==> src/rtl/kbd_pkg.sv <==
// kbd_pkg: shared types and constants for the PS/2-to-Hack keyboard controller.
//   - kbd_state_e : prefix-sequencing FSM states
//   - Pfx*        : scan-code prefix bytes (E0 extended, F0 break, E1 pause)
//   - Sc*         : modifier scan codes (left/right shift, caps lock)
//   - PauseSkip   : bytes following E1 that belong to the pause sequence
//   - Ch*         : Hack special character codes 128-152
//   - letter_char : ASCII letter from alphabet index and case
package kbd_pkg;

   typedef enum logic [2:0] {
      StIdle,
      StExt,
      StBrk,
      StExtBrk,
      StPause
   } kbd_state_e;

   localparam logic [7:0] PfxE0 = 8'hE0;
   localparam logic [7:0] PfxF0 = 8'hF0;
   localparam logic [7:0] PfxE1 = 8'hE1;

   localparam logic [7:0] ScLShift = 8'h12;
   localparam logic [7:0] ScRShift = 8'h59;
   localparam logic [7:0] ScCaps   = 8'h58;

   localparam logic [2:0] PauseSkip = 3'd7;

   localparam logic [7:0] ChEnter = 8'd128;
   localparam logic [7:0] ChBksp  = 8'd129;
   localparam logic [7:0] ChLeft  = 8'd130;
   localparam logic [7:0] ChUp    = 8'd131;
   localparam logic [7:0] ChRight = 8'd132;
   localparam logic [7:0] ChDown  = 8'd133;
   localparam logic [7:0] ChHome  = 8'd134;
   localparam logic [7:0] ChEnd   = 8'd135;
   localparam logic [7:0] ChPgUp  = 8'd136;
   localparam logic [7:0] ChPgDn  = 8'd137;
   localparam logic [7:0] ChIns   = 8'd138;
   localparam logic [7:0] ChDel   = 8'd139;
   localparam logic [7:0] ChEsc   = 8'd140;
   localparam logic [7:0] ChF1    = 8'd141;
   localparam logic [7:0] ChF2    = 8'd142;
   localparam logic [7:0] ChF3    = 8'd143;
   localparam logic [7:0] ChF4    = 8'd144;
   localparam logic [7:0] ChF5    = 8'd145;
   localparam logic [7:0] ChF6    = 8'd146;
   localparam logic [7:0] ChF7    = 8'd147;
   localparam logic [7:0] ChF8    = 8'd148;
   localparam logic [7:0] ChF9    = 8'd149;
   localparam logic [7:0] ChF10   = 8'd150;
   localparam logic [7:0] ChF11   = 8'd151;
   localparam logic [7:0] ChF12   = 8'd152;

   // idx 0..25 = a..z
   function automatic logic [7:0] letter_char(input logic [4:0] idx, input logic upper);
      return (upper ? 8'h41 : 8'h61) + {3'b000, idx};
   endfunction

endpackage

==> src/rtl/kbd_if.sv <==
// kbd_if: byte-receiver / keyboard-register bundle for kbd_ctrl.
//   scan_valid, scan_code : one-cycle strobe and raw PS/2 set-2 byte (receiver -> controller)
//   kbd_out               : Hack keyboard word {8'h00, char}, 0 = no key
//   key_event             : one-cycle pulse per accepted mapped make
//   shift_held, caps_on   : modifier status
// master = byte source / register reader, slave = kbd_ctrl.
interface kbd_if;
   logic        scan_valid;
   logic [7:0]  scan_code;
   logic [15:0] kbd_out;
   logic        key_event;
   logic        shift_held;
   logic        caps_on;

   modport master (
      output scan_valid,
      output scan_code,
      input  kbd_out,
      input  key_event,
      input  shift_held,
      input  caps_on
   );

   modport slave (
      input  scan_valid,
      input  scan_code,
      output kbd_out,
      output key_event,
      output shift_held,
      output caps_on
   );
endinterface

==> src/rtl/kbd_keymap.sv <==
// kbd_keymap: combinational PS/2 set-2 scan code to Hack character translation.
//   i_code  : scan code byte
//   i_ext   : code was preceded by E0
//   i_upper : letters render uppercase (shift xor caps)
//   i_shift : shift held, selects the shifted glyph of digits/punctuation
//   o_char  : Hack character, 0 for unmapped keys
module kbd_keymap
   import kbd_pkg::*;
(
   input  logic [7:0] i_code,
   input  logic       i_ext,
   input  logic       i_upper,
   input  logic       i_shift,
   output logic [7:0] o_char
);

   always_comb begin
      o_char = 8'h00;
      if (i_ext) begin
         case (i_code)
            8'h6B:   o_char = ChLeft;
            8'h75:   o_char = ChUp;
            8'h74:   o_char = ChRight;
            8'h72:   o_char = ChDown;
            8'h6C:   o_char = ChHome;
            8'h69:   o_char = ChEnd;
            8'h7D:   o_char = ChPgUp;
            8'h7A:   o_char = ChPgDn;
            8'h70:   o_char = ChIns;
            8'h71:   o_char = ChDel;
            8'h5A:   o_char = ChEnter;   // keypad enter
            default: o_char = 8'h00;
         endcase
      end else begin
         case (i_code)
            // letters
            8'h1C:   o_char = letter_char(5'd0,  i_upper);
            8'h32:   o_char = letter_char(5'd1,  i_upper);
            8'h21:   o_char = letter_char(5'd2,  i_upper);
            8'h23:   o_char = letter_char(5'd3,  i_upper);
            8'h24:   o_char = letter_char(5'd4,  i_upper);
            8'h2B:   o_char = letter_char(5'd5,  i_upper);
            8'h34:   o_char = letter_char(5'd6,  i_upper);
            8'h33:   o_char = letter_char(5'd7,  i_upper);
            8'h43:   o_char = letter_char(5'd8,  i_upper);
            8'h3B:   o_char = letter_char(5'd9,  i_upper);
            8'h42:   o_char = letter_char(5'd10, i_upper);
            8'h4B:   o_char = letter_char(5'd11, i_upper);
            8'h3A:   o_char = letter_char(5'd12, i_upper);
            8'h31:   o_char = letter_char(5'd13, i_upper);
            8'h44:   o_char = letter_char(5'd14, i_upper);
            8'h4D:   o_char = letter_char(5'd15, i_upper);
            8'h15:   o_char = letter_char(5'd16, i_upper);
            8'h2D:   o_char = letter_char(5'd17, i_upper);
            8'h1B:   o_char = letter_char(5'd18, i_upper);
            8'h2C:   o_char = letter_char(5'd19, i_upper);
            8'h3C:   o_char = letter_char(5'd20, i_upper);
            8'h2A:   o_char = letter_char(5'd21, i_upper);
            8'h1D:   o_char = letter_char(5'd22, i_upper);
            8'h22:   o_char = letter_char(5'd23, i_upper);
            8'h35:   o_char = letter_char(5'd24, i_upper);
            8'h1A:   o_char = letter_char(5'd25, i_upper);
            // digit row, US layout shifted glyphs
            8'h16:   o_char = i_shift ? 8'h21 : 8'h31;
            8'h1E:   o_char = i_shift ? 8'h40 : 8'h32;
            8'h26:   o_char = i_shift ? 8'h23 : 8'h33;
            8'h25:   o_char = i_shift ? 8'h24 : 8'h34;
            8'h2E:   o_char = i_shift ? 8'h25 : 8'h35;
            8'h36:   o_char = i_shift ? 8'h5E : 8'h36;
            8'h3D:   o_char = i_shift ? 8'h26 : 8'h37;
            8'h3E:   o_char = i_shift ? 8'h2A : 8'h38;
            8'h46:   o_char = i_shift ? 8'h28 : 8'h39;
            8'h45:   o_char = i_shift ? 8'h29 : 8'h30;
            // punctuation
            8'h4E:   o_char = i_shift ? 8'h5F : 8'h2D;
            8'h55:   o_char = i_shift ? 8'h2B : 8'h3D;
            8'h54:   o_char = i_shift ? 8'h7B : 8'h5B;
            8'h5B:   o_char = i_shift ? 8'h7D : 8'h5D;
            8'h5D:   o_char = i_shift ? 8'h7C : 8'h5C;
            8'h4C:   o_char = i_shift ? 8'h3A : 8'h3B;
            8'h52:   o_char = i_shift ? 8'h22 : 8'h27;
            8'h41:   o_char = i_shift ? 8'h3C : 8'h2C;
            8'h49:   o_char = i_shift ? 8'h3E : 8'h2E;
            8'h4A:   o_char = i_shift ? 8'h3F : 8'h2F;
            8'h0E:   o_char = i_shift ? 8'h7E : 8'h60;
            // whitespace and editing
            8'h29:   o_char = 8'h20;
            8'h5A:   o_char = ChEnter;
            8'h66:   o_char = ChBksp;
            8'h76:   o_char = ChEsc;
            // function keys
            8'h05:   o_char = ChF1;
            8'h06:   o_char = ChF2;
            8'h04:   o_char = ChF3;
            8'h0C:   o_char = ChF4;
            8'h03:   o_char = ChF5;
            8'h0B:   o_char = ChF6;
            8'h83:   o_char = ChF7;
            8'h0A:   o_char = ChF8;
            8'h01:   o_char = ChF9;
            8'h09:   o_char = ChF10;
            8'h78:   o_char = ChF11;
            8'h07:   o_char = ChF12;
            default: o_char = 8'h00;
         endcase
      end
   end

endmodule

==> src/rtl/kbd_ctrl.sv <==
// kbd_ctrl: PS/2 scan-code sequencer driving the Hack keyboard register.
//   Parameter TIMEOUT_CYCLES : idle cycles tolerated after a prefix byte before
//                              the partial sequence is abandoned.
//   clk   : system clock
//   rst_n : asynchronous active-low reset
//   bus   : kbd_if.slave (scan_valid/scan_code in; kbd_out, key_event,
//           shift_held, caps_on out, all registered)
// Optional feature: define KBD_CAPS_LOCK_EN to enable the caps-lock latch (scan
// code 58). Without it, 58 is an ordinary unmapped key and caps_on is 0.
module kbd_ctrl
   import kbd_pkg::*;
#(
   parameter int unsigned TIMEOUT_CYCLES = 32'd2_500_000
) (
   input  logic clk,
   input  logic rst_n,
   kbd_if.slave bus
);

   localparam int unsigned TmoW = (TIMEOUT_CYCLES > 1) ? $clog2(TIMEOUT_CYCLES + 1) : 1;
   localparam logic [TmoW-1:0] TmoLoad = TmoW'(TIMEOUT_CYCLES);

   kbd_state_e      r_state;
   logic [TmoW-1:0] r_tmo;
   logic [2:0]      r_skip;
   logic            r_lshift;
   logic            r_rshift;
   logic            r_shift_held;
   logic [7:0]      r_cur_code;
   logic            r_cur_ext;
   logic            r_cur_valid;
   logic [7:0]      r_char;
   logic            r_key_event;
`ifdef KBD_CAPS_LOCK_EN
   logic            r_caps_on;
   logic            r_caps_down;
`endif

   logic       w_done;       // byte completes a make/break sequence
   logic       w_brk;
   logic       w_ext;
   logic       w_shift;
   logic       w_caps;
   logic       w_upper;
   logic       w_is_shift;
   logic       w_cur_match;
   logic [7:0] w_char;
   logic [7:0] w_code;

   assign w_code = bus.scan_code;

   // Classify the incoming byte against the prefix context.
   always_comb begin
      w_done = 1'b0;
      w_brk  = 1'b0;
      w_ext  = 1'b0;
      if (bus.scan_valid) begin
         case (r_state)
            StIdle:   w_done = !(w_code inside {PfxE0, PfxF0, PfxE1});
            StExt: begin
               w_done = (w_code != PfxF0);
               w_ext  = 1'b1;
            end
            StBrk: begin
               w_done = 1'b1;
               w_brk  = 1'b1;
            end
            StExtBrk: begin
               w_done = 1'b1;
               w_brk  = 1'b1;
               w_ext  = 1'b1;
            end
            default:  w_done = 1'b0;
         endcase
      end
   end

`ifdef KBD_CAPS_LOCK_EN
   assign w_caps = r_caps_on;
`else
   assign w_caps = 1'b0;
`endif

   assign w_shift     = r_lshift | r_rshift;
   assign w_upper     = w_shift ^ w_caps;
   // E0-prefixed 12/59 are fake shifts and must not touch modifier state.
   assign w_is_shift  = !w_ext && ((w_code == ScLShift) || (w_code == ScRShift));
   assign w_cur_match = r_cur_valid && (r_cur_code == w_code) && (r_cur_ext == w_ext);

   kbd_keymap u_keymap (
      .i_code  (w_code),
      .i_ext   (w_ext),
      .i_upper (w_upper),
      .i_shift (w_shift),
      .o_char  (w_char)
   );

   always_ff @(posedge clk or negedge rst_n) begin
      if (!rst_n) begin
         r_state      <= StIdle;
         r_tmo        <= '0;
         r_skip       <= '0;
         r_lshift     <= 1'b0;
         r_rshift     <= 1'b0;
         r_shift_held <= 1'b0;
         r_cur_code   <= '0;
         r_cur_ext    <= 1'b0;
         r_cur_valid  <= 1'b0;
         r_char       <= '0;
         r_key_event  <= 1'b0;
`ifdef KBD_CAPS_LOCK_EN
         r_caps_on    <= 1'b0;
         r_caps_down  <= 1'b0;
`endif
      end else begin
         r_key_event <= 1'b0;

         // Prefix sequencing; a byte in the expiry cycle wins over the timeout.
         if (bus.scan_valid) begin
            case (r_state)
               StIdle: begin
                  if (w_code == PfxE0) begin
                     r_state <= StExt;
                     r_tmo   <= TmoLoad;
                  end else if (w_code == PfxF0) begin
                     r_state <= StBrk;
                     r_tmo   <= TmoLoad;
                  end else if (w_code == PfxE1) begin
                     r_state <= StPause;
                     r_skip  <= PauseSkip;
                     r_tmo   <= TmoLoad;
                  end
               end
               StExt: begin
                  if (w_code == PfxF0) begin
                     r_state <= StExtBrk;
                     r_tmo   <= TmoLoad;
                  end else begin
                     r_state <= StIdle;
                  end
               end
               StPause: begin
                  if (r_skip <= 3'd1) begin
                     r_state <= StIdle;
                     r_skip  <= '0;
                  end else begin
                     r_skip  <= r_skip - 3'd1;
                     r_tmo   <= TmoLoad;
                  end
               end
               default: r_state <= StIdle;   // StBrk, StExtBrk: byte completes the break
            endcase
         end else if (r_state != StIdle) begin
            if (r_tmo == '0) begin
               r_state <= StIdle;
               r_skip  <= '0;
            end else begin
               r_tmo <= r_tmo - TmoW'(1);
            end
         end

         if (w_done) begin
            if (w_is_shift) begin
               if (w_code == ScLShift) begin
                  r_lshift     <= !w_brk;
                  r_shift_held <= !w_brk || r_rshift;
               end else begin
                  r_rshift     <= !w_brk;
                  r_shift_held <= !w_brk || r_lshift;
               end
            end

`ifdef KBD_CAPS_LOCK_EN
            // caps_down suppresses typematic repeats of the caps key.
            if (!w_ext && (w_code == ScCaps)) begin
               if (w_brk) begin
                  r_caps_down <= 1'b0;
               end else if (!r_caps_down) begin
                  r_caps_on   <= !r_caps_on;
                  r_caps_down <= 1'b1;
               end
            end
`endif

            if (!w_brk && (w_char != 8'h00)) begin
               r_cur_code  <= w_code;
               r_cur_ext   <= w_ext;
               r_cur_valid <= 1'b1;
               r_char      <= w_char;
               r_key_event <= 1'b1;
            end else if (w_brk && w_cur_match) begin
               r_char      <= 8'h00;
               r_cur_valid <= 1'b0;
            end
         end
      end
   end

   assign bus.kbd_out    = {8'h00, r_char};
   assign bus.key_event  = r_key_event;
   assign bus.shift_held = r_shift_held;
`ifdef KBD_CAPS_LOCK_EN
   assign bus.caps_on    = r_caps_on;
`else
   assign bus.caps_on    = 1'b0;
`endif

endmodule

==> src/flat_wrapper.sv <==
// flat-port wrapper written by rule: the top's interface ports become plain ports
module kbd_ctrl_flat import kbd_pkg::*;
#(
   parameter int unsigned TIMEOUT_CYCLES = 32'd2_500_000
)
  (clk, rst_n, bus_scan_valid, bus_scan_code, bus_kbd_out, bus_key_event, bus_shift_held, bus_caps_on);
  kbd_if bus_i ();
  input  logic clk;
  input  logic rst_n;
  input wire logic [$bits(bus_i.scan_valid)-1:0] bus_scan_valid;
  input wire logic [$bits(bus_i.scan_code)-1:0] bus_scan_code;
  output wire logic [$bits(bus_i.kbd_out)-1:0] bus_kbd_out;
  output wire logic [$bits(bus_i.key_event)-1:0] bus_key_event;
  output wire logic [$bits(bus_i.shift_held)-1:0] bus_shift_held;
  output wire logic [$bits(bus_i.caps_on)-1:0] bus_caps_on;
  assign bus_i.scan_valid = bus_scan_valid;
  assign bus_i.scan_code = bus_scan_code;
  assign bus_kbd_out = bus_i.kbd_out;
  assign bus_key_event = bus_i.key_event;
  assign bus_shift_held = bus_i.shift_held;
  assign bus_caps_on = bus_i.caps_on;
  kbd_ctrl #(.TIMEOUT_CYCLES(TIMEOUT_CYCLES)) u_core (.clk(clk), .rst_n(rst_n), .bus(bus_i));
endmodule
==> config.mk <==
export PLATFORM = sky130hd
export DESIGN_NAME = kbd_ctrl_flat
export DESIGN_NICKNAME = d
export VERILOG_FILES = /design/src/rtl/kbd_pkg.sv /design/src/rtl/kbd_if.sv /design/src/rtl/kbd_keymap.sv /design/src/rtl/kbd_ctrl.sv /design/src/flat_wrapper.sv
export SDC_FILE = /design/constraint.sdc
export NUM_CORES = 1
export LEC_CHECK = 0
export ABC_AREA = 1
export ABC_CLOCK_PERIOD_IN_PS = 2900
export BUFFER_PORTS_ARGS = -buffer_cell sky130_fd_sc_hd__buf_2
export CAP_MARGIN = 20
export CORE_MARGIN = 5
export CORE_UTILIZATION = 40
export CTS_CLUSTER_DIAMETER = 80
export DETAILED_ROUTE_END_ITERATION = 12
export HOLD_SLACK_MARGIN = 0.12
export SYNTH_ARGS = -nofsm -noshare
export SYNTH_HDL_FRONTEND = slang
export SYNTH_SLANG_ARGS = --single-unit
==> constraint.sdc <==
create_clock -name clk -period 2.9 [get_ports clk]
set_clock_uncertainty 0.2 [all_clocks]
set_input_delay 0.58 -clock clk [delete_from_list [all_inputs] [get_ports clk]]
set_output_delay 0.58 -clock clk [all_outputs]
set_load 0.02 [all_outputs]
======== After elaboration in Yosys (flattened, before gate mapping) ========
Cells that the tools add are included.
word-level totals
  register bits after elaboration ......... 50
  bits in latches ......................... 0
  memory bits (writable) .................. 0
  memory bits (read-only) ................. 0
  input bits .............................. 11
  output and inout bits ................... 19
  logic and storage cells ................. 227
  memories kept ........................... 0
operators by class
  $add $sub $neg .......................... 27
  multiply operators ...................... 0
  divide/modulo/power cells ............... 0
  magnitude comparators ................... 1
  equality and inequality tests ........... 95
  shift operators ......................... 0
  muxes and demuxes ....................... 62
  bitwise gates (word level) .............. 2
  reductions and logical operators ........ 29
operators with widths
  cell                                                 count
  one-hot mux 8 bit (63 select lines)                  1
  == test 8 x 7 -> 1 bit (second input constant)       32
  == test 8 x 6 -> 1 bit (second input constant)       23
  two-way mux 22 bit                                   8
  one-hot mux 8 bit (11 select lines)                  1
  adder 8 x 5 -> 8 bit (second input constant)         10
  one-hot mux 22 bit (3 select lines)                  1
  two-way mux 5 bit                                    13
  adder 8 x 4 -> 8 bit (second input constant)         8
  == test 8 x 5 -> 1 bit (second input constant)       8
  == test 8 x 4 -> 1 bit (second input constant)       5
  two-way mux 3 bit                                    13
  adder 8 x 3 -> 8 bit (second input constant)         4
  == test 8 x 3 -> 1 bit (second input constant)       4
  == test 8 bit (second input constant)                4
  two-way mux 6 bit                                    4
  two-way mux 8 bit                                    3
  logical NOT 22 bit                                   1
  subtractor 22 x 1 -> 22 bit (second input constant)  1
  two-way mux 7 bit                                    3
  adder 8 x 2 -> 8 bit (second input constant)         2
  AND reduction 6 bit                                  2
  two-way mux 1 bit                                    11
  != test 3 x 2 -> 1 bit (second input constant)       3
  other kinds (33)                                     51

======== Logic depth before layout (Yosys ltp) ========
Gate-level depths: netlist of run 1.
  word-level depth ........................ 9
  mapped depth ............................ 19
  depth with buffers taken out ............ 18

======== Modules after synthesis ========
A second synthesis of run 1 with hierarchy kept.
unflattened totals
  cells, all modules ...................... 768
  area total of the unflattened synthesis .. 4596.9 sq um
modules (own cells, without submodules)
  module      times used  cells each  area an instance (sq um)  seq. area each (sq um)
  kbd_ctrl    1           453         3208.1                    1251.2
  kbd_keymap  1           315         1388.8                    0.0

======== Worst setup path after synthesis of run 1 ========
No wires, ideal clock.
  path kind ............................... input -> register
  start ................................... input port bus_scan_code[2]
  end ..................................... register u_core.r_cur_ext
  library setup time ...................... 0.128 ns
  arrival ................................. 2.611 ns
  required time ........................... 2.572 ns
  path slack .............................. -0.040 ns
  stages on the path ...................... 17
  path through ............................ buf_2 > inv_1 > nand2_1 > nor2_1 > a221oi_1 > o311ai_0 > ha_1 > nand2_1 > xor2_1 > inv_1 > nand2_1 > nand3_2 > o21bai_4 > nand2_4 > nand3_4 > buf_6 > o21ai_2
on the way
  word-level cells in the longest chain between the ends .. 6
RTL lines
  what                                                                      RTL line                          RTL
  from (decl)                                                               flat_wrapper.sv:11                input wire logic [$bits(bus_i.scan_code)-1:0] bus_scan_code;
  == test 8 x 3 -> 1 bit, or another cell as far along                      kbd_keymap.sv:35                  case (i_code)
  one-hot mux 8 bit (63 select lines), or another cell as far along         kbd_keymap.sv:35
  two-way mux 8 bit or logical NOT 1 bit (tied branches)                    kbd_keymap.sv:19, kbd_ctrl.sv:59
  nonzero test 8 bit or one-hot mux 1 bit (3 select lines) (tied branches)  kbd_ctrl.sv:185, kbd_ctrl.sv:58
  logical AND 1 bit or two-way mux 1 bit (tied branches)                    kbd_ctrl.sv:185, kbd_ctrl.sv:57
  AND reduction 2 bit (no source line) *                                    -
  to (signal assigned)                                                      kbd_ctrl.sv:187                   r_cur_ext <= w_ext;
  to (decl)                                                                 kbd_ctrl.sv:30                    logic r_cur_ext;
Every way passes the cells marked *; elsewhere a longest branch is shown, timed or not.
A chain may end at the register's enable or synchronous reset.

======== Final worst setup path of run 1 ========
  start ................................... input port bus_scan_code[7]
  end ..................................... register u_core.r_char[3]
on the way
  word-level cells in the longest chain between the ends .. 7
RTL lines
  what                                                                                        RTL line                            RTL
  == test 8 x 3 -> 1 bit, or another cell as far along                                        kbd_keymap.sv:35
  one-hot mux 8 bit (63 select lines) or one-hot mux 8 bit (11 select lines) (tied branches)  kbd_keymap.sv:35, kbd_keymap.sv:20
  two-way mux 8 bit                                                                           kbd_keymap.sv:19                    if (i_ext) begin
  nonzero test 8 bit                                                                          kbd_ctrl.sv:185                     if (!w_brk && (w_char != 8'h00)) begin
  logical AND 1 bit                                                                           kbd_ctrl.sv:185
  nonzero test 2 bit (no source line)                                                         -
  AND reduction 2 bit (no source line)                                                        -
  to (signal assigned)                                                                        kbd_ctrl.sv:189                     r_char <= w_char;
  to (decl)                                                                                   kbd_ctrl.sv:32                      logic [7:0] r_char;
Parallel ways exist; a longest one is shown, timed or not.

==> results of run 1 <==
==> routing by layer <==
metal | part of all wire, % | vias up | global-route usage (%)
met5 | 0 | - | 0
met4 | 1.6 | 0 | 5.54
met3 | 5.3 | 26 | 3.17
met2 | 45 | 155 | 35.0
met1 | 48 | 2319 | 32.4
li1 | - | 2497 | -
==> path summary, 6_finish.rpt <==
check / to / from / depth (start not counted)
max: u_core.r_char[3] / bus_scan_code[7] / 20
max reg2reg: u_core.r_tmo[5] / u_core.r_state[1] / 14
max in group asynchronous: u_core.r_tmo[11] / rst_n / 4
min in group asynchronous: u_core.r_cur_code[1] / rst_n / 2
min: u_core.r_char[7] / u_core.r_char[7] / 2
min reg2reg: u_core.r_char[7] / u_core.r_char[7] / 2
==> layout by cell type (no fill, tap or decap), drive strengths merged, types with 2 or more instances in the layout <==
cell type,count
nand2,205
buf,141
nor2,115
inv,78
nand3,54
o21ai,53
dfrtp,50
a21oi,33
nand4,19
nor3,12
xor2,9
conb,9
o31ai,5
clkbuf,5
nor4,4
ha,4
xnor2,3
a221oi,3
and2,2
nor3b,2
or2,2
clkinvlp,2
o311ai,2
==> power groups by stage <==
stage / registers [mW] / clock network, mW / logic, mW
5_1_grt: 1.11 / 0.482 / 1.74
3_3_place_gp: 1.08 / 0 / 1.40
3_5_place_dp: 1.09 / 0 / 1.44
6_report: 1.08 / 0.435 / 1.54
2_1_floorplan: 1.12 / 0 / 0.935
4_1_cts: 1.08 / 0.456 / 1.44
==> area by class of cell <==
cell class | count | area (um^2) | share of cell area [%]
clock buffer | 5 | 68.8 | 1.19
clock inverter | 3 | 23.8 | 0.411
sequential | 50 | 1250 | 21.6
multi-input combinational | 547 | 2880 | 49.9
tap | 140 | 175 | 3.03
inverter | 78 | 295 | 5.11
timing repair buffer | 142 | 1080 | 18.7
==> through the flow <==
| stage | cells | util [%] | instance area [um^2] | setup WS, ns |
|---|---|---|---|---|
| detailed placement | 947 | 50.2 | 5410 | -0.331 |
| finish | 965 | 53.6 | 5780 | 0.0629 |
| floorplan | 693 | - | 4410 | 0.00382 |
| global route | 965 | 53.6 | 5780 | -0.0428 |
| CTS | 955 | 51.0 | 5510 | 0.00563 |
| global placement | 947 | 50.2 | 5410 | -0.237 |
==> state kept, by name, summed over array words and instances, names as in the netlist <==
signal,count
u_core.r_tmo,22
u_core.r_char,8
u_core.r_cur_code,8
u_core.r_skip,3
u_core.r_state,3
u_core.bus.key_event,1
u_core.bus.shift_held,1
u_core.r_cur_ext,1
u_core.r_cur_valid,1
u_core.r_lshift,1
u_core.r_rshift,1
==> timing repair <==
action	CTS	global route
setup endpoints to repair	2	19
endpoints found under the hold margin	0	4
setup buffers	0	4
pin swaps	0	14
hold buffers	0	1
resized for setup	1	49
gates cloned	0	4
==> cell families (layout without fill, tap and decap cells) <==
group | count (synthesis) | after routing | share of synthesized area [%]
other | 1 | 9 | 0.0857
adders and majority gates | 4 | 4 | 1.14
buffers and inverters | 100 | 228 | 10.2
and+or+nand+nor | 413 | 417 | 43.0
AOI/OAI and AO/OA | 105 | 105 | 14.6
DFF | 50 | 50 | 28.6
xor gates and xnor gates | 12 | 12 | 2.40
==> critical path: stages <==
cell and delay [ns]:
buf_4 0.10, inv_2 0.05, nand2_2 0.07, nor2_2 0.06, buf_4 0.14, nand2_4 0.06, inv_2 0.05, a221oi_4 0.22
o311ai_4 0.15, ha_2 0.22, buf_4 0.14, nand3_1 0.10, nand3_1 0.10, nand2_1 0.11, nand2_2 0.08, a21oi_4 0.17
nand2_4 0.12, buf_6 0.16, nand4_1 0.09, nand2_1 0.08
==> summary.md, run 1 <==
| Metric | Value |
|---|---|
| Outcome | completed |
| Cell taking the most area after synthesis | dfrtp_1 |
| Clock latency on the worst-skew pair | 0.32 ns |
| Top Ports | 30 |
| Max FO, Critical Path | 8 |
| GPL Wtd Cong | 1.04 |
| Rel. slew slack | 51.9% |
| Clock-pin slew on the worst setup and hold paths | 0.10 ns |
| CTS H-tree depth | 2 |
| Ys flop type | dfrtp_1 |
| Post-synth EDFFs | 0 |
| Die Width | 115 um |
| CTS Root Cell | clkbuf_8 |
| Synthesized netlist cell count | 685 |
| Layout cells sized above 1 | 29.6% |
| Total CTS buffers | 5 |
| Comb pwr share | 50.5% |
| Initial core utilization | 40.5% |
| Arrival @ worst endpoint | 2.84 ns |
| Worst-Margin Slew | 0.720 ns |
| Total chip power | 3.05 mW |
| Drt total wl | 14.7 mm |
| Pre-Repair DR Iteration Count | 5 |
| Nets | 839 |
| Critical path class | primary input to flop |
| Clock power share | 14.3% |
| TritonCTS sink count | 50 |
| Vias/cell | 5.18 |
| Min Clock Period, post-route | 2.84 ns |
| GRT Total Usage | 22.3% |
| Pint | 1.67 mW |
| Leak | 3.02 nW |
| Largest net degree at the start of global routing | 42 |
| Clock buffer depth | 2 |
| Die ar. | 13100 um^2 |
| Core Region | 10800 um^2 |
| Switching Share | 45.2% |
| Final setup TNS | 0 ns |
| PD cells | 528 nW/um^2 |
| Hold Path Class | flop to flop |
| R2r setup slk | 0.38 ns |
| Sequential power share | 35.3% |
| Max-slew violation total from the final report | 0 |
| TritonCTS clock tree | built |
| Synth-to-layout area growth | 32.1% |
| Iteration-0 DRC Markers | 427 |
| Ys async rst share | 100% |
| FMAX | 352 MHz |
| Wire length per cell | 15.2 um |
| Synth top area share | 28.6% |
| Die Span Y | 115 um |
| DRC Markers | 0 |
| Yosys warning total | 0 |
| Fin crit share | 97.8% |
| Via count | 4997 |
| CP Launch Type | primary input |
| Post-synth design cell area | 4380 um^2 |
| Final hold viol count | 0 |
| Count leader, synth | nand2_1 |
| Commonest cells in the synthesized netlist | nand2_1 (183), nor2_1 (101), inv_1 (63) |
| Seq/Total Area, Yosys | 28.6% |
| Initial antenna violation count | 0 |
| Antenna diode count | 0 |
| Hold_ws | 0.282 ns |
| Remaining global-route overflow | 0 |
| FP Rows | 38 |
| Final setup fails | 0 |
| Largest cells by area after synthesis | dfrtp_1 (29%), nand2_1 (16%), nor2_1 (8.7%) |
| Avg Inst Size Synth | 6.39 um^2 |
| Switch Pwr | 1.38 mW |
| Fillers | 1052 |
| Detailed Place HPWL | 11.5 mm |
| First-pass GRT wire length | 23.7 mm |
| Vias in the first global route | 4796 |
| Peak supply drop | 0.399 mV |
| Required @ worst endpoint | 2.90 ns |
| IO Port Bufs | 20 |
| Unique cell type count in the Yosys netlist | 48 |
| Routed Antenna Nets | 0 |
| CP Capture Type | flop |
| Yosys reg bits | 50 |
| Max-Cap Viols | 0 |
Power figures use the tool's default switching activity.
==> run 2: changes to the inputs <==
CORE_UTILIZATION = 45   (was 40)
CTS_CLUSTER_SIZE = 20   (was not set)
==> run 2 against run 1 <==
- design area is 3.8% lower
- sequential power hardly changed
- first-iteration DRC count is 6.1% higher
- die area is 10% lower
- critical path depth is 3 lower
- non-clock buffer count is 8 lower
- via count is 2.1% lower
- register-to-register slack hardly changed
- critical endpoint is now u_core.r_char[4]
==> summary.md, run 2 (synthesis results as in run 1) <==
| Metric | Value |
|---|---|
| Final hold viol count | 0 (unchanged) |
| Comb pwr share | 50.2% (-0.3 points) |
| Worst reg2reg path depth | 14 (unchanged) |
| Most common cell after layout, fill and taps aside | nand2_1 |
| Layout cells sized above 1 | 27.5% (-2.1 points) |
| Antenna diode count | 0 (unchanged) |
| Die Width | 109 um (-5.2%) |
| Hold Path Class | primary input to asynchronous set/reset pin |
| Max-Cap Viols | 0 (unchanged) |
| Final instance area | 5560 um^2 (-3.8%) |
| Iteration-0 DRC Markers | 453 (+6.1%) |
| GRT Total Usage | 23.5% (+1.2 points) |
| Critical path class | primary input to flop |
| Leak | 2.92 nW (-3.3%) |
| Placed cell areas | 5380 um^2 (-0.58%) |
| Switching Share | 44.6% (-0.56 points) |
| TritonCTS clock tree | built |
| Largest register FFs | 22 (unchanged) |
| TritonCTS sink count | 50 (unchanged) |
| PnR worst setup slack | 0.0909 ns (+0.0280 ns) |
| Clock-pin slew on the worst setup and hold paths | 0.09 ns (about the same) |
| GPL Wtd Cong | 1.06 (+2.1%) |
| Pint | 1.66 mW (-1.0%) |
| First-pass GRT wire length | 22.4 mm (-5.6%) |
| Top Ports | 30 (unchanged) |
| Die ar. | 11800 um^2 (-10%) |
| Drt total wl | 13.7 mm (-6.7%) |
| Routed Antenna Nets | 0 (unchanged) |
| Fin crit share | 96.9% (-0.96 points) |
| Pre-Repair DR Iteration Count | 7 (+2) |
| IO Port Bufs | 20 (unchanged) |
| Clock power share | 14.0% (-0.3 points) |
| Outcome | completed |
| Detailed Place HPWL | 10.7 mm (-6.5%) |
| Largest net degree at the start of global routing | 51 (+21%) |
| Min Clock Period, post-route | 2.81 ns (-0.0280 ns) |
| Final setup TNS | 0 ns (unchanged) |
| Remaining global-route overflow | 0 (unchanged) |
| FMAX | 356 MHz (+1.0%) |
| Most frequent cells in the layout | nand2_1 (179), buf_4 (111), nor2_1 (101) |
| Switch Pwr | 1.33 mW (-3.3%) |
| Wire length per cell | 14.5 um (-5.0%) |
| Rel. slew slack | 57.2% (+5.4 points) |
| Via count | 4890 (-2.1%) |
| RSZ-0062 raised after global routing | yes |
| Sequential power share | 35.8% (+0.5 points) |
| Total CTS buffers | 5 (unchanged) |
| CTS Root Cell | clkbuf_8 |
| Required @ worst endpoint | 2.90 ns (about the same) |
| Largest register by flop count | u_core.r_tmo |
| Core Region | 9640 um^2 (-11%) |
| Max-slew violation total from the final report | 0 (unchanged) |
| Worst-Margin Slew | 0.641 ns (-0.0786 ns) |
| Clock buffer depth | 2 (unchanged) |
| Die Span Y | 109 um (-5.2%) |
| Initial core utilization | 45.4% (+4.9 points) |
| Arrival @ worst endpoint | 2.81 ns (-0.03 ns) |
| CP Launch Type | primary input |
| CP Capture Type | flop |
| Multi-input logic area | 2780 um^2 (-3.5%) |
| FP Rows | 36 (-5.3%) |
| Peak supply drop | 0.437 mV (+9.4%) |
| Register Area | 1250 um^2 (unchanged) |
| CTS H-tree depth | 2 (unchanged) |
| Top flop regs | u_core.r_tmo (22), u_core.r_char (8), u_core.r_cur_code (8) |
| Nets | 829 (-1.2%) |
| Clock latency on the worst-skew pair | 0.31 ns (about the same) |
| Initial antenna violation count | 0 (unchanged) |
| Fillers | 982 (-6.7%) |
| Hold_ws | 0.160 ns (-0.122 ns) |
| Synth-to-layout area growth | 27.1% |
| DRC Markers | 0 (unchanged) |
| PD cells | 538 nW/um^2 (+1.8%) |
| Final setup fails | 0 (unchanged) |
| Vias in the first global route | 4699 (-2.0%) |
| Max FO, Critical Path | 8 (unchanged) |
| Place WS | -0.245 ns (+0.0862 ns) |
| Vias/cell | 5.16 (-0.39%) |
| Post-layout utilization of the core | 57.7% (+4.1 points) |
[run 2: cell count changes in the layout (fill, tap and decap cells not counted), sizes merged]
cell | before | now
buf | 141 | 133
clkbuf | 5 | 6
clkinvlp | 2 | 1
dlygate4sd3 | 1 | 0
clkinv | 1 | 3
nand3 | 54 | 52
inv | 78 | 77
[run 2: cell type report]
type | count | area share (%)
Clock buffer | 5 | 1.24
Clock inverter | 3 | 0.383
Inverter | 78 | 5.27
Tap cell | 133 | 2.99
Multi-Input combinational cell | 545 | 50.0
Sequential cell | 50 | 22.5
Timing Repair Buffer | 134 | 17.6
[run 2: layer usage]
| layer | up-vias | track usage [%] | wire length [um] |
|---|---|---|---|
| li1 | 2470 | - | - |
| met1 | 2216 | 34.3 | 6650 |
| met2 | 187 | 37.0 | 5870 |
| met3 | 17 | 3.94 | 1050 |
| met4 | 0 | 4.15 | 151 |
| met5 | - | 0 | 0 |
[run 2: worst paths after layout]
check                                         from                    to  slack [ns]
worst min register to register  u_core.r_cur_valid    u_core.r_cur_valid        0.27
worst max-delay path              bus_scan_code[2]      u_core.r_char[4]        0.09
min in group clk                u_core.r_cur_valid    u_core.r_cur_valid        0.27
worst min-delay path                         rst_n  u_core.r_cur_code[3]        0.16
worst max register to register   u_core.r_state[1]       u_core.r_tmo[5]        0.38
max in group asynchronous                    rst_n      u_core.r_char[6]        1.89
[run 2: power by group through the flow]
stage	combinational (mW)	clock, mW	sequential [mW]
after floorplan	0.935	0	1.12
after global placement	1.41	0	1.08
after detailed placement	1.44	0	1.08
after CTS	1.45	0.430	1.07
after global routing	1.69	0.461	1.10
final	1.50	0.420	1.07
[run 2: per-stage QoR]
step | std cells | total power, mW
2_1_floorplan | 693 | 2.05
4_1_cts | 945 | 2.95
3_5_place_dp | 937 | 2.52
3_3_place_gp | 937 | 2.49
5_1_grt | 948 | 3.25
6_report | 948 | 2.99
[run 2: timing repair]
| item | 4_1_cts | 5_1_grt |
|---|---|---|
| hold buffers | 0 | 0 |
| setup buffers | 0 | 1 |
| resized for setup | 0 | 15 |
| endpoints found under the setup margin | 0 | 19 |
[run 2: critical path, stage by stage]
cell and delay (ns):
clkbuf_4 0.15, nand2_1 0.14, nor2_2 0.08, o21ai_0 0.29, o311ai_1 0.16, buf_4 0.17, ha_2 0.18, nand2_1 0.08
xor2_1 0.14, inv_1 0.05, nand2_1 0.08, nand3_2 0.09, o21bai_4 0.19, nand2_4 0.12, buf_6 0.16, nand4_1 0.09
nand2_1 0.06
==> run 3: changes to the inputs <==
CELL_PAD_IN_SITES_DETAIL_PLACEMENT = 0   (was not set)
CELL_PAD_IN_SITES_GLOBAL_PLACEMENT = 1   (was not set)
CORE_UTILIZATION = 44   (was 45)
PLACE_DENSITY_LB_ADDON = 0.1   (was not set)
SKIP_LAST_GASP = 1   (was not set)
==> run 3 against run 2 <==
- critical path depth decreased by 1
- clock power increased by 18%
- die area increased by 2.1%
- sequential power about the same
- fmax decreased by 0.54%
- critical path type unchanged
- largest cell class unchanged
==> summary.md, run 3 (synthesis results as in run 1) <==
| Metric | Value |
|---|---|
| PD cells | 545 nW/um^2 (+1.3%) |
| Outcome | completed |
| Max-Cap Viols | 0 (unchanged) |
| Cell family with most CP delay | simple AND/OR/NAND/NOR gates |
| Max FO, Critical Path | 8 (unchanged) |
| TritonCTS clock tree | built |
| CP Capture Type | flop |
| Initial antenna violation count | 0 (unchanged) |
| Core Region | 9730 um^2 (+0.93%) |
| Top flop regs | u_core.r_tmo (22), u_core.r_char (8), u_core.r_cur_code (8) |
| CTS Root Cell | clkbuf_8 |
| Worst path slowest cell | o311ai_0 |
| Routed Antenna Nets | 0 (unchanged) |
| Most frequent cells in the layout | nand2_1 (175), buf_4 (123), nor2_1 (98) |
| Register Area | 1250 um^2 (unchanged) |
| Layout cells sized above 1 | 29.2% (+1.8 points) |
| Drt total wl | 14.6 mm (+6.4%) |
| Clock buffer depth | 2 (unchanged) |
| Most common cell after layout, fill and taps aside | nand2_1 |
| Worst path bufs/invs | 4 (unchanged) |
| Worst reg2reg path depth | 10 (-4) |
| First-pass GRT wire length | 23.8 mm (+6.3%) |
| Remaining global-route overflow | 0 (unchanged) |
| Synth-to-layout area growth | 30.4% |
| TritonCTS sink count | 50 (unchanged) |
| Critical path class | primary input to flop |
| PnR worst setup slack | 0.0758 ns (-0.0152 ns) |
| R2r setup slk | 0.41 ns (+0.03 ns) |
| Detailed Place HPWL | 11.6 mm (+8.1%) |
| Via count | 4982 (+1.9%) |
| Placed cell areas | 5430 um^2 (+0.88%) |
| Worst-Margin Slew | 0.713 ns (+0.0718 ns) |
| Top Ports | 30 (unchanged) |
| Die Span Y | 110 um (+1.0%) |
| Comb pwr share | 49.5% (-0.7 points) |
| Leak | 2.99 nW (+2.2%) |
| Final instance area | 5710 um^2 (+2.6%) |
| Fillers | 977 (-0.51%) |
| Clock power share | 15.9% (+1.9 points) |
| IO Port Bufs | 20 (unchanged) |
| Vias/cell | 5.21 (+0.92%) |
| DRC Markers | 0 (unchanged) |
| Nets | 838 (+1.1%) |
| Final setup fails | 0 (unchanged) |
| Vias in the first global route | 4848 (+3.2%) |
| RSZ-0062 raised after global routing | yes |
| Final hold viol count | 0 (unchanged) |
| Largest register by flop count | u_core.r_tmo |
| Peak supply drop | 0.430 mV (-1.7%) |
| Arrival @ worst endpoint | 2.81 ns (about the same) |
| Crit-path cells | buf_2 > nor2_2 > nand2_2 > o311ai_0 > buf_4 > ha_2 > nand2_2 > xor2_1 > inv_1 > nand2_1 > nand3_2 > o21bai_4 > nand2_4 > buf_6 > nand4_1 > nand2_1 |
| CP Launch Type | primary input |
| Place WS | -0.265 ns (-0.0204 ns) |
| Required @ worst endpoint | 2.89 ns (about the same) |
| Switching Share | 43.6% (-1.0 points) |
| Worst hold stages | 2 |
| Sequential power share | 34.6% (-1.2 points) |
| Hold Path Class | flop to flop |
| RR Startpoint | u_core.r_state[1] |
| Clock latency on the worst-skew pair | 0.30 ns (about the same) |
| Antenna diode count | 0 (unchanged) |
| GPL Wtd Cong | 0.972 (-8.6%) |
| Multi-input logic area | 2850 um^2 (+2.5%) |
| Largest register FFs | 22 (unchanged) |
| Total chip power | 3.11 mW (+4.0%) |
| Total CTS buffers | 5 (unchanged) |
| Max-slew violation total from the final report | 0 (unchanged) |
| Die ar. | 12000 um^2 (+2.1%) |
| Switch Pwr | 1.36 mW (+1.7%) |
| FMAX | 354 MHz (-0.54%) |
| GRT Total Usage | 25.0% (+1.5 points) |
| Pre-Repair DR Iteration Count | 7 (unchanged) |
| Rel. slew slack | 52.3% (-4.9 points) |
| Worst reg2reg endpoint | u_core.bus.shift_held |
| Post-layout utilization of the core | 58.7% (+0.97 points) |
| Min-delay src | u_core.r_char[2] |
| CTS H-tree depth | 2 (unchanged) |
| Fin crit share | 97.4% (+0.52 points) |
| Hold Crit Endpoint | u_core.r_char[2] |
| Die Width | 110 um (+1.0%) |
| Worst stage delay on the critical path | 0.35 ns (+0.06 ns) |
| Clock-pin slew on the worst setup and hold paths | 0.10 ns (about the same) |
| Min Clock Period, post-route | 2.82 ns (+0.0152 ns) |
| Largest net degree at the start of global routing | 44 (-14%) |
| Wire length per cell | 15.2 um (+5.4%) |
| Pint | 1.75 mW (+5.9%) |
| Initial core utilization | 45.0% (-0.42 points) |
| Iteration-0 DRC Markers | 509 (+12%) |
| FP Rows | 36 (unchanged) |
| # Post-CTS Setup Buffers | 0 (unchanged) |
-- run 3: layer usage --
metal | track usage [%] | routed length (um) | part of all wire [%]
met5 | 0 | 0 | 0
met4 | 4.27 | 208 | 1.4
met3 | 4.40 | 964 | 6.6
met2 | 39.8 | 6400 | 44
met1 | 35.9 | 7020 | 48
-- run 3: repair_timing --
action | 4_1_cts | 5_1_grt
endpoints found under the setup margin | 0 | 21
resized for setup | 0 | 38
endpoints found under the hold margin | 7 | 0
hold buffers | 1 | 0
-- run 3: how the worst max path moves through the flow --
stage | startpoint | to | slack (ns) | cells after the start
after floorplan | bus_scan_code[2] | u_core.r_cur_ext | 0.004 | 17
after global placement | bus_scan_code[2] | u_core.r_cur_code[3] | -0.24 | 17
after detailed placement | bus_scan_code[0] | u_core.r_cur_code[1] | -0.27 | 17
after CTS | bus_scan_code[0] | u_core.r_cur_code[1] | 0.04 | 17
after global routing | bus_scan_code[3] | u_core.r_char[3] | -0.04 | 16
final | bus_scan_code[3] | u_core.r_char[3] | 0.08 | 16
-- run 3: power by group through the flow --
| stage | sequential (mW) | combinational [mW] | clock, mW |
|---|---|---|---|
| finish | 1.08 | 1.54 | 0.495 |
| global route | 1.11 | 1.73 | 0.541 |
| CTS | 1.08 | 1.47 | 0.517 |
| detailed placement | 1.09 | 1.46 | 0 |
| global placement | 1.08 | 1.43 | 0 |
| floorplan | 1.12 | 0.935 | 0 |
-- run 3: final cells by class --
type,instances,area share [%]
Clock inverter,2,0.658
Tap cell,133,2.92
Clock buffer,6,1.27
Multi-Input combinational cell,546,49.9
Timing Repair Buffer,142,18.2
Inverter,78,5.13
Sequential cell,50,21.9
-- run 3: worst register-to-register path, cell delays in order, from the launching register on --
cell and delay [ns]:
dfrtp_1 0.46, nor3_1 0.24, inv_1 0.09, nor2_1 0.24, buf_4 0.16, a21oi_1 0.05, a21oi_4 0.42, nand3_1 0.21
nand2_1 0.14, nor2_1 0.05, a31oi_1 0.15
-- run 3: stage by stage --
step | TNS (ns) | hold slack, ns | std cells
3_3_place_gp | -5.47 | 0.219 | 945
3_5_place_dp | -5.44 | 0.224 | 945
5_1_grt | -0.188 | 0.311 | 957
6_report | 0 | 0.274 | 957
2_1_floorplan | 0 | 0.0844 | 693
4_1_cts | 0 | 0.280 | 954
